`src/rtl/sub_pkg.sv`:
```
// Shared definitions for the bit-serial subtractor: FSM encodings,
// default operand width and the bit-counter sizing rule.
package sub_pkg;

    localparam int WIDTH_DEFAULT = 8;

    typedef enum logic [0:0] {
        ST_IDLE = 1'b0,
        ST_RUN  = 1'b1
    } state_t;

    // Counter must index WIDTH bits, but never collapse to zero width.
    function automatic int cnt_width(input int w);
        if (w > 1) begin
            return $clog2(w);
        end else begin
            return 1;
        end
    endfunction

endpackage

```
`src/rtl/fsb.sv`:
```
// Combinational full-subtract cell: one bit of a - b - borrow.
module fsb (
    input  logic A,
    input  logic B,
    input  logic Bin,
    output logic D,
    output logic Bo
);

    assign D  = A ^ B ^ Bin;
    assign Bo = (~A & B) | (~(A ^ B) & Bin);

endmodule

```
`src/rtl/serial_sub.sv`:
```
// Bit-serial subtractor: captures a, b, bin on start, then resolves one
// bit per clock LSB first and publishes d/bo with a single-cycle done.
module serial_sub
    import sub_pkg::*;
#(
    parameter int WIDTH = WIDTH_DEFAULT
) (
    input  logic             clk,
    input  logic             rst_n,
    input  logic             start,
    input  logic [WIDTH-1:0] a,
    input  logic [WIDTH-1:0] b,
    input  logic             bin,
    output logic             busy,
    output logic             done,
    output logic [WIDTH-1:0] d,
    output logic             bo
);

    localparam int CW = cnt_width(WIDTH);
    localparam logic [CW-1:0] CNT_LAST = CW'(WIDTH - 1);

    state_t           state_r;
    state_t           state_nxt_s;
    logic [CW-1:0]    cnt_r;
    logic [WIDTH-1:0] a_r;
    logic [WIDTH-1:0] b_r;
    logic [WIDTH-1:0] res_r;
    logic [WIDTH-1:0] res_nxt_s;
    logic             br_r;
    logic [WIDTH-1:0] d_r;
    logic             bo_r;
    logic             done_r;
    logic             busy_r;
    logic             bit_d_s;
    logic             bit_bo_s;
    logic             last_s;
    logic             load_s;
    logic             shift_s;

    fsb u_fsb (
        .A   (a_r[0]),
        .B   (b_r[0]),
        .Bin (br_r),
        .D   (bit_d_s),
        .Bo  (bit_bo_s)
    );

    // New difference bit enters from the MSB side so the LSB lands at bit 0 after WIDTH shifts.
    generate
        if (WIDTH == 1) begin : g_res_one
            assign res_nxt_s = bit_d_s;
        end else begin : g_res_many
            assign res_nxt_s = {bit_d_s, res_r[WIDTH-1:1]};
        end
    endgenerate

    // Detect the final serial step.
    always_comb begin
        if (cnt_r == CNT_LAST) begin
            last_s = 1'b1;
        end else begin
            last_s = 1'b0;
        end
    end

    // FSM state register.
    always_ff @(posedge clk or negedge rst_n) begin
        if (!rst_n) begin
            state_r <= ST_IDLE;
        end else begin
            state_r <= state_nxt_s;
        end
    end

    // FSM next-state logic.
    always_comb begin
        state_nxt_s = state_r;
        case (state_r)
            ST_IDLE: begin
                if (start) begin
                    state_nxt_s = ST_RUN;
                end else begin
                    state_nxt_s = ST_IDLE;
                end
            end
            ST_RUN: begin
                if (last_s) begin
                    state_nxt_s = ST_IDLE;
                end else begin
                    state_nxt_s = ST_RUN;
                end
            end
            default: state_nxt_s = ST_IDLE;
        endcase
    end

    // FSM control decode: operand load in IDLE, one shift per RUN edge.
    always_comb begin
        load_s  = 1'b0;
        shift_s = 1'b0;
        case (state_r)
            ST_IDLE: load_s  = start;
            ST_RUN:  shift_s = 1'b1;
            default: begin
                load_s  = 1'b0;
                shift_s = 1'b0;
            end
        endcase
    end

    // Datapath, borrow flop and registered outputs.
    always_ff @(posedge clk or negedge rst_n) begin
        if (!rst_n) begin
            cnt_r  <= '0;
            a_r    <= '0;
            b_r    <= '0;
            res_r  <= '0;
            br_r   <= 1'b0;
            d_r    <= '0;
            bo_r   <= 1'b0;
            done_r <= 1'b0;
            busy_r <= 1'b0;
        end else begin
            done_r <= 1'b0;
            if (load_s) begin
                a_r    <= a;
                b_r    <= b;
                br_r   <= bin;
                cnt_r  <= '0;
                res_r  <= '0;
                busy_r <= 1'b1;
            end else if (shift_s) begin
                a_r   <= a_r >> 1'b1;
                b_r   <= b_r >> 1'b1;
                res_r <= res_nxt_s;
                br_r  <= bit_bo_s;
                cnt_r <= cnt_r + CW'(1);
                if (last_s) begin
                    d_r    <= res_nxt_s;
                    bo_r   <= bit_bo_s;
                    done_r <= 1'b1;
                    busy_r <= 1'b0;
                end else begin
                    busy_r <= 1'b1;
                end
            end else begin
                busy_r <= 1'b0;
            end
        end
    end

    assign busy = busy_r;
    assign done = done_r;
    assign d    = d_r;
    assign bo   = bo_r;

endmodule

```
`config.mk`:
```
export PLATFORM = sky130hd
export DESIGN_NAME = serial_sub
export DESIGN_NICKNAME = d
export VERILOG_FILES = /design/src/rtl/sub_pkg.sv /design/src/rtl/fsb.sv /design/src/rtl/serial_sub.sv
export SDC_FILE = /design/constraint.sdc
export NUM_CORES = 1
export LEC_CHECK = 0
export BUFFER_PORTS_ARGS = -buffer_cell sky130_fd_sc_hd__buf_2
export CAP_MARGIN = 20
export CORE_MARGIN = 8
export CORE_UTILIZATION = 42
export CTS_BUF_LIST = sky130_fd_sc_hd__clkbuf_4 sky130_fd_sc_hd__clkbuf_8 sky130_fd_sc_hd__clkbuf_16
export DETAILED_ROUTE_END_ITERATION = 6
export HOLD_SLACK_MARGIN = 0.08
export PLACE_DENSITY = 0.67
export SETUP_SLACK_MARGIN = 0.1
export SYNTH_ARGS = -nofsm -noshare
export SYNTH_HDL_FRONTEND = slang
export SYNTH_SLANG_ARGS = --single-unit
export TNS_END_PERCENT = 1
```
`constraint.sdc`:
```
create_clock -name clk -period 3.2 [get_ports clk]
set_input_delay 0.64 -clock clk [delete_from_list [all_inputs] [get_ports clk]]
set_output_delay 0.64 -clock clk [all_outputs]
set_load 0.1 [all_outputs]
```
==> metrics.md, run 1 <==
| Metric | Value |
|---|---|
| Site row count | 22 |
| Mapped Area | around 1600 sq um |
| Worst-margin pin slew | just over 0.8 ns |
| Filler Cells Inserted | between 300 and 400 |
| Placed insts | ~210 |
| RSZ-0062 raised after global routing | false |
| Vias per cell | between 4 and 5 |
| Port buffer count | 30 |
| #FFs+latches synth | 38 |
| FF-to-FF End | d[7]$_DFFE_PN0P_ |
| Initial antenna violation count | 0 |
| Critical path buffer and inverter count | 1 |
| CTS Buffer Depth | 2 |
| Worst-path cell chain | buf_2 |
| Yosys cell types | 16 |
| DRC | 0 |
| Crit path largest cell delay | ~0.44 ns |
| Highest clock rate | 0.578 GHz |
| Status | finished clean |
| WL final | approximately 2.9 mm |
| 1st-iter DRT viols | 66 |
| Mux contribution to synthesized area | 0.185 |
| Slowest CP cell | buf_2 |
| Post-synthesis xor/xnor area fraction | 0 |
| Overflow left after global routing | 0 |
| Routability cong. | between 0.7 and 0.8 |
| Initial Utilization | 0.441 |
| First-pass GRT wire length | ~5.0 mm |
| Max-cap violation count | 0 |
| CTS-repair resized insts | 0 |
| Vias in the first global route | around 1100 |
| Most common cell after layout, fill and taps aside | dfrtp_1 |
| Post-synthesis simple-gate area fraction | 0.0799 |
| Mapped Cells | approximately 140 |
| Min cycle time layout | ~1.7 ns |
| CTS root buffer | clkbuf_8 |
| Worst path top cell family by delay | buffers and inverters |
| TritonRoute pass-1 iters | 4 |
| Crit Path Category | reg2out |
| Adder-Cell Fraction of Synth Area | 0.0277 |
| Die X-Extent | between 70 and 80 um |
| Syn Nets | 159 |
| FF-to-FF setup slack | 1.70 ns |
| Final core utilization | 0.515 |
| Final worst-path cycle share | 0.540 |
| Die Height | between 70 and 80 um |
| Hold crit path type | in2async |
| CORE AREA | 3690 sq um |
| CTS tree | yes |
| Remaining antenna violation count after routing | 0 |
| CTS sink cnt | 38 |
| Sequential area share after synthesis | 0.584 |
| Largest net degree at the start of global routing | 51 |
| Via count | just over 1000 |
| Setup TNS | 0 ns |
| Synth Area in Compound Gates | 0.0776 |
| Synthesis warning total | 0 |
| Hpwl dp | 1.94 mm |
| Final worst setup slack | approximately 1.5 ns |
| Pre-CTS setup slack | 1.46 ns |
| I/O Pins | 31 |
| Clk_skew | approximately 0.0057 ns |
| Wire per inst | about 13 um |
| Antenna diode count | 0 |
| Final #Nets | between 150 and 200 |
| H-Tree Depth | 2 |
| Avg Cell Area, Syn | 12.0 sq um |
| CTS Buf Count | 5 |
| Hold Buf Count CTS | 0 |
| Commonest non-fill, non-tap cells in the layout | dfrtp_1 (38), buf_2 (30), mux2i_1 (20), nand2_1 (20), o21ai_0 (20) |
| Final setup vio count | 0 |
| Ratio of cells with drive above 1 in the final layout | 0.293 |
| Setup Fix Bufs, Post-CTS | 0 |
| Largest family of logic cells by synthesized area | multiplexers |
| CP Capture Type | output port |
| Worst skew pair latency | 0.28 ns |
| Final cell count without fillers | roughly 220 |
| R2r worst-path depth | 4 |
| FF-to-FF Start | cnt_r[0]$_DFFE_PN0P_ |
| CP max FO | 2 |
| DIE AREA | 6120 sq um |
| Crit path DAT | around 1.1 ns |
| Worst rel slew slack | 0.459 |
| WP data required | roughly 2.6 ns |
| CTS clock-pin slew for the worst setup and hold paths | approximately 0.070 ns |
| Max-slew violations | 0 |
| Final hold viol count | 0 |
| Crit path launch type | register |
| GR Util All Layers | 0.104 |
| Area Overhead vs Synth | 16.7% |
sequential cells by signal, summed over array words and instances (netlist names):
register	flops
busy	1
cnt_r	3
a_r	8
br_r	1
d	8
done	1
res_r	7
bo	1
b_r	8
layer usage:
metal / track usage / wire (um)
met1: 0.121 / 1300
met2: 0.160 / 1380
met3: 0.0524 / 163
met4: 0.0389 / 19
met5: 0 / 0
area by class of cell:
cell class / count / area (sq um) / share of cell area
Clock buffer: 5 / 68.8 / 0.0362
Sequential cell: 38 / 951 / 0.501
Timing Repair Buffer: 31 / 158 / 0.0830
Tap cell: 48 / 60.1 / 0.0316
Clock inverter: 3 / 40.0 / 0.0211
Multi-Input combinational cell: 85 / 603 / 0.318
Inverter: 5 / 18.8 / 0.00988
synth_stat cells, drive strengths merged:
master	count	share of area
a22o	3	0.016
buf	7	0.032
clkbuf	1	0.0023
dfrtp	38	0.58
fa	1	0.012
ha	2	0.015
inv	5	0.012
mux2	9	0.062
mux2i	20	0.12
nand2	21	0.050
nand2b	6	0.023
nor2	3	0.0069
o21ai	20	0.061
through the flow:
| step | cell area, sq um | hold WS (ns) |
|---|---|---|
| 2_1_floorplan | 1630 | 0.344 |
| 3_3_place_gp | 1790 | 0.459 |
| 3_5_place_dp | 1790 | 0.470 |
| 4_1_cts | 1900 | 0.469 |
| 5_1_grt | 1900 | 0.498 |
| 6_report | 1900 | 0.446 |
logic make-up (layout without fill, tap and decap cells):
family,count (synthesis),count (layout)
and+or+nand+nor,30,30
adders and majority gates,3,3
buffers and inverters,13,44
muxes,29,29
AOI/OAI and AO/OA,23,23
DFF,38,38
worst max-delay path by stage:
stage                      from  cells after the start                   end  slack [ns]
2_1_floorplan    busy$_DFF_PN0_                      2      d[0]$_DFFE_PN0P_        1.47
3_5_place_dp              start                      3  cnt_r[0]$_DFFE_PN0P_        1.46
5_1_grt        d[7]$_DFFE_PN0P_                      1                  d[7]        1.43
4_1_cts        d[7]$_DFFE_PN0P_                      1                  d[7]        1.45
6_report       d[7]$_DFFE_PN0P_                      1                  d[7]        1.47
3_3_place_gp              start                      3  cnt_r[0]$_DFFE_PN0P_        1.50
Power of run 1 is not shown: default switching activity piles up to over one toggle a cycle in this logic, so the estimate is an artifact.
==> run 2, diff against run 1 <==
==> constraint.sdc (replaced) <==
create_clock -name clk -period 1.7 [get_ports clk]
set_input_delay 0.34 -clock clk [delete_from_list [all_inputs] [get_ports clk]]
set_output_delay 0.34 -clock clk [all_outputs]
set_load 0.1 [all_outputs]
==> run 2 against run 1 <==
Compared with the run above: sequential share of layout area decreased by 1.3 points; clock-buffer cell count grew 1; clock skew shrank 0.0024 ns; critical path depth is 3 higher; cell count grew 2.3%.
==> metrics.md, run 2 (synthesized netlist as in run 1, its figures left out) <==
| Metric | Value |
|---|---|
| Wire per inst | 13.8 um (+3.6%) |
| Tot Pwr | ~4.2 mW |
| Final setup vio count | 0 (unchanged) |
| Hold crit path type | in2reg |
| Hold Path Depth | 3 |
| Via count | 1072 (+4.9%) |
| FF-to-FF End | d[0]$_DFFE_PN0P_ |
| Clk_skew | 0.00334 ns (-0.00237 ns) |
| Initial Utilization | 0.441 (unchanged) |
| Setup TNS | 0 ns (unchanged) |
| CTS clock-pin slew for the worst setup and hold paths | 0.07 ns (about the same) |
| Antenna diode count | 0 (unchanged) |
| Final instance area | 1950 sq um (+2.9%) |
| DRC | 0 (unchanged) |
| Vias per cell | 4.87 (+2.5%) |
| Largest net degree at the start of global routing | 29 (-43%) |
| Ratio of cells with drive above 1 in the final layout | 0.314 (+0.0205) |
| Most common cell after layout, fill and taps aside | dfrtp_1 |
| Crit Path Category | reg2reg |
| 1st-iter DRT viols | 53 (-20%) |
| WP data required | 1.87 ns (-0.69 ns) |
| CTS Buffer Depth | 2 (unchanged) |
| CORE AREA | 3690 sq um (unchanged) |
| Crit path launch type | register |
| Highest clock rate | 0.667 GHz |
| CTS Buf Count | 5 (unchanged) |
| Max-cap violation count | 0 (unchanged) |
| Max-slew violations | 0 (unchanged) |
| TritonRoute pass-1 iters | 4 (unchanged) |
| Overflow left after global routing | 0 (unchanged) |
| CTS root buffer | clkbuf_8 |
| Worst vdd ir | between 0.9 and 1 mV |
| Die Height | 78.3 um (unchanged) |
| Post-DP Area | 1850 sq um (+3.3%) |
| Placed insts | 211 (+1.9%) |
| R2r worst-path depth | 4 (unchanged) |
| Area Overhead vs Synth | 20.1% |
| CP max FO | 10 (+8) |
| Remaining antenna violation count after routing | 0 (unchanged) |
| Final cell count without fillers | 220 (+2.3%) |
| Commonest non-fill, non-tap cells in the layout | dfrtp_1 (37), buf_2 (29), mux2i_1 (20), nand2_1 (20), o21ai_0 (20) |
| First-pass GRT wire length | 5.31 mm (+5.2%) |
| CTS sink cnt | 38 (unchanged) |
| WL final | 3.03 mm (+6.0%) |
| Worst skew pair latency | 0.29 ns (about the same) |
| Status | finished clean |
| CTS-repair resized insts | 0 (unchanged) |
| Power per cell area | 2130 nW/um^2 |
| FF-to-FF setup slack | 0.20 ns (-1.50 ns) |
| Hold EP | a_r[7]$_DFFE_PN0P_ |
| Hpwl dp | 2.23 mm (+15%) |
| GR Util All Layers | 0.109 (+0.00505) |
| Vias in the first global route | 1171 (+3.6%) |
| Routability cong. | 0.717 (-2.4%) |
| CTS tree | yes |
| Final #Nets | 194 (+2.6%) |
| Final worst-path cycle share | 0.881 |
| I/O Pins | 31 (unchanged) |
| H-Tree Depth | 2 (unchanged) |
| RSZ-0062 raised after global routing | false |
| CP Capture Type | register |
| Initial antenna violation count | 0 (unchanged) |
| LEAKAGE | 0.999 nW |
| Final hold viol count | 0 (unchanged) |
| Hold path startpoint | a[7] |
| Crit path DAT | 1.67 ns (+0.58 ns) |
| Site row count | 22 (unchanged) |
| Die X-Extent | 78.3 um (unchanged) |
| DIE AREA | 6120 sq um (unchanged) |
| Min cycle time layout | around 1.5 ns |
| Worst-margin pin slew | 0.539 ns (-0.273 ns) |
| FF-to-FF Start | cnt_r[0]$_DFFE_PN0P_ |
| Port buffer count | 30 (unchanged) |
| Worst rel slew slack | 0.641 (+0.182) |
[run 2: cell count changes in the layout (fill, tap and decap cells not counted)]
cell / delta
dfrtp_1: -1
buf_12: +2
clkbuf_8: +1
clkinvlp_4: +1
dfrtp_2: +1
bufinv_16: -1
dlygate4sd3_1: +1
buf_2: -1
clkinv_2: -1
buf_4: +3
[run 2: metal layers]
metal | part of all wire | track usage | vias to the layer above | wire (um)
met1 | 0.44 | 0.123 | 522 | 1330
met3 | 0.041 | 0.0319 | 7 | 125
li1 | - | - | 526 | -
met5 | 0 | 0 | - | 0
met2 | 0.49 | 0.180 | 17 | 1500
met4 | 0.024 | 0.0611 | 0 | 74
[run 2: layout make-up]
cell class | instances | area, sq um
multi-input cells | 85 | 603
clock buffers | 6 | 82.6
inverters | 5 | 18.8
well taps | 48 | 60.1
fillers | 353 | 1730
clock inverters | 2 | 12.5
repair buffers | 36 | 225
flip-flops and latches | 38 | 952
[run 2: per-stage QoR]
step / setup WS (ns) / hold WS, ns / utilization
floorplan: 0.314 / 0.0444 / -
global placement: 0.253 / 0.339 / 0.501
detailed placement: 0.192 / 0.362 / 0.501
CTS: 0.186 / 0.313 / 0.530
global route: 0.118 / 0.329 / 0.530
finish: 0.202 / 0.313 / 0.530
[run 2: timing repair]
action | in CTS | in global routing
endpoints found under the hold margin | 23 | 0
buffers inserted | 0 | 0
hold buffers | 1 | 0
[run 2: power by group]
part / internal [mW] / switching (mW)
Sequential: 1.30 / 0.244
Clock: 0.326 / 0.312
Combinational: 0.582 / 1.40
[run 2: critical path: stages (launching register included)]
cell,delay [ns]
dfrtp_1,0.40
ha_1,0.20
ha_1,0.20
nand2_2,0.22
mux2_2,0.36
[run 2: worst max path at each step]
stage	startpoint	endpoint	depth (start not counted)
floorplan	cnt_r[0]$_DFFE_PN0P_	d[0]$_DFFE_PN0P_	4
global placement	cnt_r[0]$_DFFE_PN0P_	d[5]$_DFFE_PN0P_	4
detailed placement	cnt_r[0]$_DFFE_PN0P_	d[3]$_DFFE_PN0P_	4
CTS	cnt_r[0]$_DFFE_PN0P_	d[1]$_DFFE_PN0P_	4
global route	cnt_r[0]$_DFFE_PN0P_	d[2]$_DFFE_PN0P_	4
finish	cnt_r[0]$_DFFE_PN0P_	d[0]$_DFFE_PN0P_	4
(Power assumes the default switching activity.)
==> run 3, diff against run 2 <==
--- a/config.mk
+++ b/config.mk
@@ -5,6 +5,7 @@
 export SDC_FILE = /design/constraint.sdc
 export NUM_CORES = 1
 export LEC_CHECK = 0
+export ABC_AREA = 1
 export BUFFER_PORTS_ARGS = -buffer_cell sky130_fd_sc_hd__buf_2
 export CAP_MARGIN = 20
 export CORE_MARGIN = 8
==> run 3 against run 2 <==
Compared with the run above: power down 3.0%; clock power up 15%; register-to-register slack better by 0.16 ns; maximum frequency up 2.1%; cell count up 15%; setup slack better by 0.030 ns; non-clock buffer count down 3; combinational power down 12%; area after synthesis down 0.85%; highest routed layer unchanged.
==> metrics.md, run 3 <==
| Metric | Value |
|---|---|
| Status | finished clean |
| LEAKAGE | 0.995 nW (-0.38%) |
| Routability cong. | 0.710 (-1.1%) |
| Site row count | 22 (unchanged) |
| Multi-input gate area | 537 sq um (-11%) |
| CP max FO | 21 (+11) |
| Synth area leaders | dfrtp_1 (59%), nand2_1 (14%), nand3_1 (9.9%) |
| Top cell type by total area after synthesis | dfrtp_1 |
| Crit path launch type | register |
| Min cycle time layout | 1.47 ns (-0.0301 ns) |
| Antenna diode count | 0 (unchanged) |
| Yosys cell types | 15 (-1) |
| Post-synth top cells | nand2_1 (59), dfrtp_1 (38), nand3_1 (32) |
| Commonest non-fill, non-tap cells in the layout | nand2_1 (59), dfrtp_1 (37), nand3_1 (32), buf_2 (29), o21ai_0 (15) |
| Overflow left after global routing | 0 (unchanged) |
| Mapped Cells | 172 (+26%) |
| Wire per inst | 11.5 um (-16%) |
| Via count | 1215 (+13%) |
| Final worst-path cycle share | 0.864 (-0.0177) |
| Max-cap violation count | 0 (unchanged) |
| CTS sink cnt | 38 (unchanged) |
| Port buffer count | 30 (unchanged) |
| Most numerous cell in the Yosys netlist | nand2_1 |
| Final #Nets | 226 (+16%) |
| Crit path DAT | 1.13 ns (-0.54 ns) |
| CTS clock-pin slew for the worst setup and hold paths | 0.07 ns (about the same) |
| Main synth FF type | dfrtp_1 |
| Max-slew violations | 0 (unchanged) |
| #FFs+latches synth | 38 (unchanged) |
| Syn Nets | 195 (+23%) |
| Ratio of cells with drive above 1 in the final layout | 0.216 (-0.0983) |
| Initial Utilization | 0.438 (-0.00373) |
| Setup Fix Bufs, Post-CTS | 0 (unchanged) |
| Remaining antenna violation count after routing | 0 (unchanged) |
| H-Tree Depth | 2 (unchanged) |
| GR Util All Layers | 0.107 (-0.00162) |
| Crit path largest cell delay | 0.62 ns (+0.22 ns) |
| Filler Cells Inserted | 380 (+7.6%) |
| Slowest CP cell | dfrtp_4 |
| Avg Cell Area, Syn | 9.38 sq um (-22%) |
| Worst-path cell chain | buf_12 |
| Worst path top cell family by delay | flip-flops |
| Synthesis warning total | 0 (unchanged) |
| TritonRoute pass-1 iters | 4 (unchanged) |
| CTS root buffer | clkbuf_8 |
| Final setup vio count | 0 (unchanged) |
| Clk_skew | 0.00477 ns (+0.00143 ns) |
| WL final | 2.90 mm (-4.3%) |
| Async SR Flop Fraction | 1.00 (unchanged) |
| CP Capture Type | output port |
| DRC | 0 (unchanged) |
| Die Height | 78.0 um (-0.34%) |
| Hpwl dp | 2.02 mm (-9.0%) |
| Area Overhead vs Synth | 17.6% |
| Hold crit path type | in2reg |
| Highest clock rate | 0.681 GHz (+2.1%) |
| CTS Buf Count | 5 (unchanged) |
| Largest net degree at the start of global routing | 29 (unchanged) |
| Final hold viol count | 0 (unchanged) |
| Worst-margin pin slew | 0.579 ns (+0.0398 ns) |
| Tot Pwr | 4.03 mW (-3.0%) |
| WP data required | 1.36 ns (-0.51 ns) |
| Power per cell area | 2130 nW/um^2 (about the same) |
| I/O Pins | 31 (unchanged) |
| Vias in the first global route | 1229 (+5.0%) |
| First-pass GRT wire length | 5.25 mm (-1.1%) |
| Worst rel slew slack | 0.614 (-0.0265) |
| Final instance area | 1900 sq um (-2.9%) |
| Worst skew pair latency | 0.29 ns (about the same) |
| Post-synth EDFFs | 0 (unchanged) |
| FF/Latch Area | 955 sq um (+0.26%) |
| Post-DP Area | 1780 sq um (-3.9%) |
| Die X-Extent | 78.0 um (-0.34%) |
| Critical path buffer and inverter count | 1 (+1) |
| Setup TNS | 0 ns (unchanged) |
| RSZ-0062 raised after global routing | false |
| Initial antenna violation count | 0 (unchanged) |
| Crit Path Category | reg2out |
| Sequential area share after synthesis | 0.589 (+0.00498) |
| Mapped Area | 1610 sq um (-0.85%) |
| 1st-iter DRT viols | 60 (+13%) |
| Post-synth top area share | 0.589 (+0.00498) |
| Most common cell after layout, fill and taps aside | nand2_1 |
| CTS tree | yes |
| Vias per cell | 4.82 (-1.1%) |
| CTS Buffer Depth | 2 (unchanged) |
| CORE AREA | 3690 sq um (unchanged) |
| Worst vdd ir | 0.824 mV (-16%) |
| DIE AREA | 6080 sq um (-0.68%) |
run 3: report_power, final:
part	switching (mW)	leakage [nW]	internal, mW
clock	0.304	0.0579	0.431
sequential	0.265	0.487	1.29
combinational	1.34	0.450	0.403
run 3: final timing paths:
kind	startpoint	to	slack (ns)	cells after the start
setup / recovery	busy$_DFF_PN0_	busy	0.23	1
min in group asynchronous	rst_n	done$_DFF_PN0_	0.58	2
max in group asynchronous	rst_n	a_r[1]$_DFFE_PN0P_	0.57	3
hold reg to reg	res_r[1]$_DFFE_PN0P_	d[0]$_DFFE_PN0P_	0.47	2
setup reg to reg	cnt_r[0]$_DFFE_PN0P_	d[0]$_DFFE_PN0P_	0.36	6
hold / removal	a[7]	a_r[7]$_DFFE_PN0P_	0.28	3
run 3: worst register-to-register path, cell delays in order, from the launching register on:
cell and delay (ns):
dfrtp_1 0.39, ha_1 0.20, ha_1 0.18, nand2_2 0.23, inv_1 0.11, nand2_1 0.07, nand2_1 0.04
run 3: kinds of logic after synthesis:
| group | synth area share |
|---|---|
| DFF | 0.589 |
| AOI/OAI and AO/OA | 0.0496 |
| adders and majority gates | 0.0279 |
| and+or+nand+nor | 0.255 |
| buffers and inverters | 0.0783 |
run 3: area by class of cell:
cell class / count / share of cell area
clock buffer: 5 / 0.0363
clock inverter: 3 / 0.0211
inverter: 12 / 0.0250
multi-input combinational: 113 / 0.283
sequential: 38 / 0.503
tap: 48 / 0.0316
timing repair buffer: 33 / 0.100
run 3: per-stage QoR:
stage	hold slack (ns)	worst slack, ns	util	std cells
2_1_floorplan	0.0444	0.368	-	172
3_5_place_dp	0.370	0.365	0.482	243
4_1_cts	0.281	0.124	0.514	252
3_3_place_gp	0.373	0.390	0.482	243
5_1_grt	0.290	0.193	0.515	252
6_report	0.284	0.232	0.515	252
run 3: timing repair:
item                                    in CTS  in global routing
endpoints found under the setup margin       0                  1
hold buffers                                 1                  0
endpoints found under the hold margin       25                  0
gates resized for setup                      0                  1
run 3: routing by layer:
metal  up-vias  track usage  wire length (um)
met5         -            0                 0
met4         0       0.0389                45
met3         6       0.0484               149
met2        19        0.177              1390
met1       577        0.119              1320
li1        613            -                 -
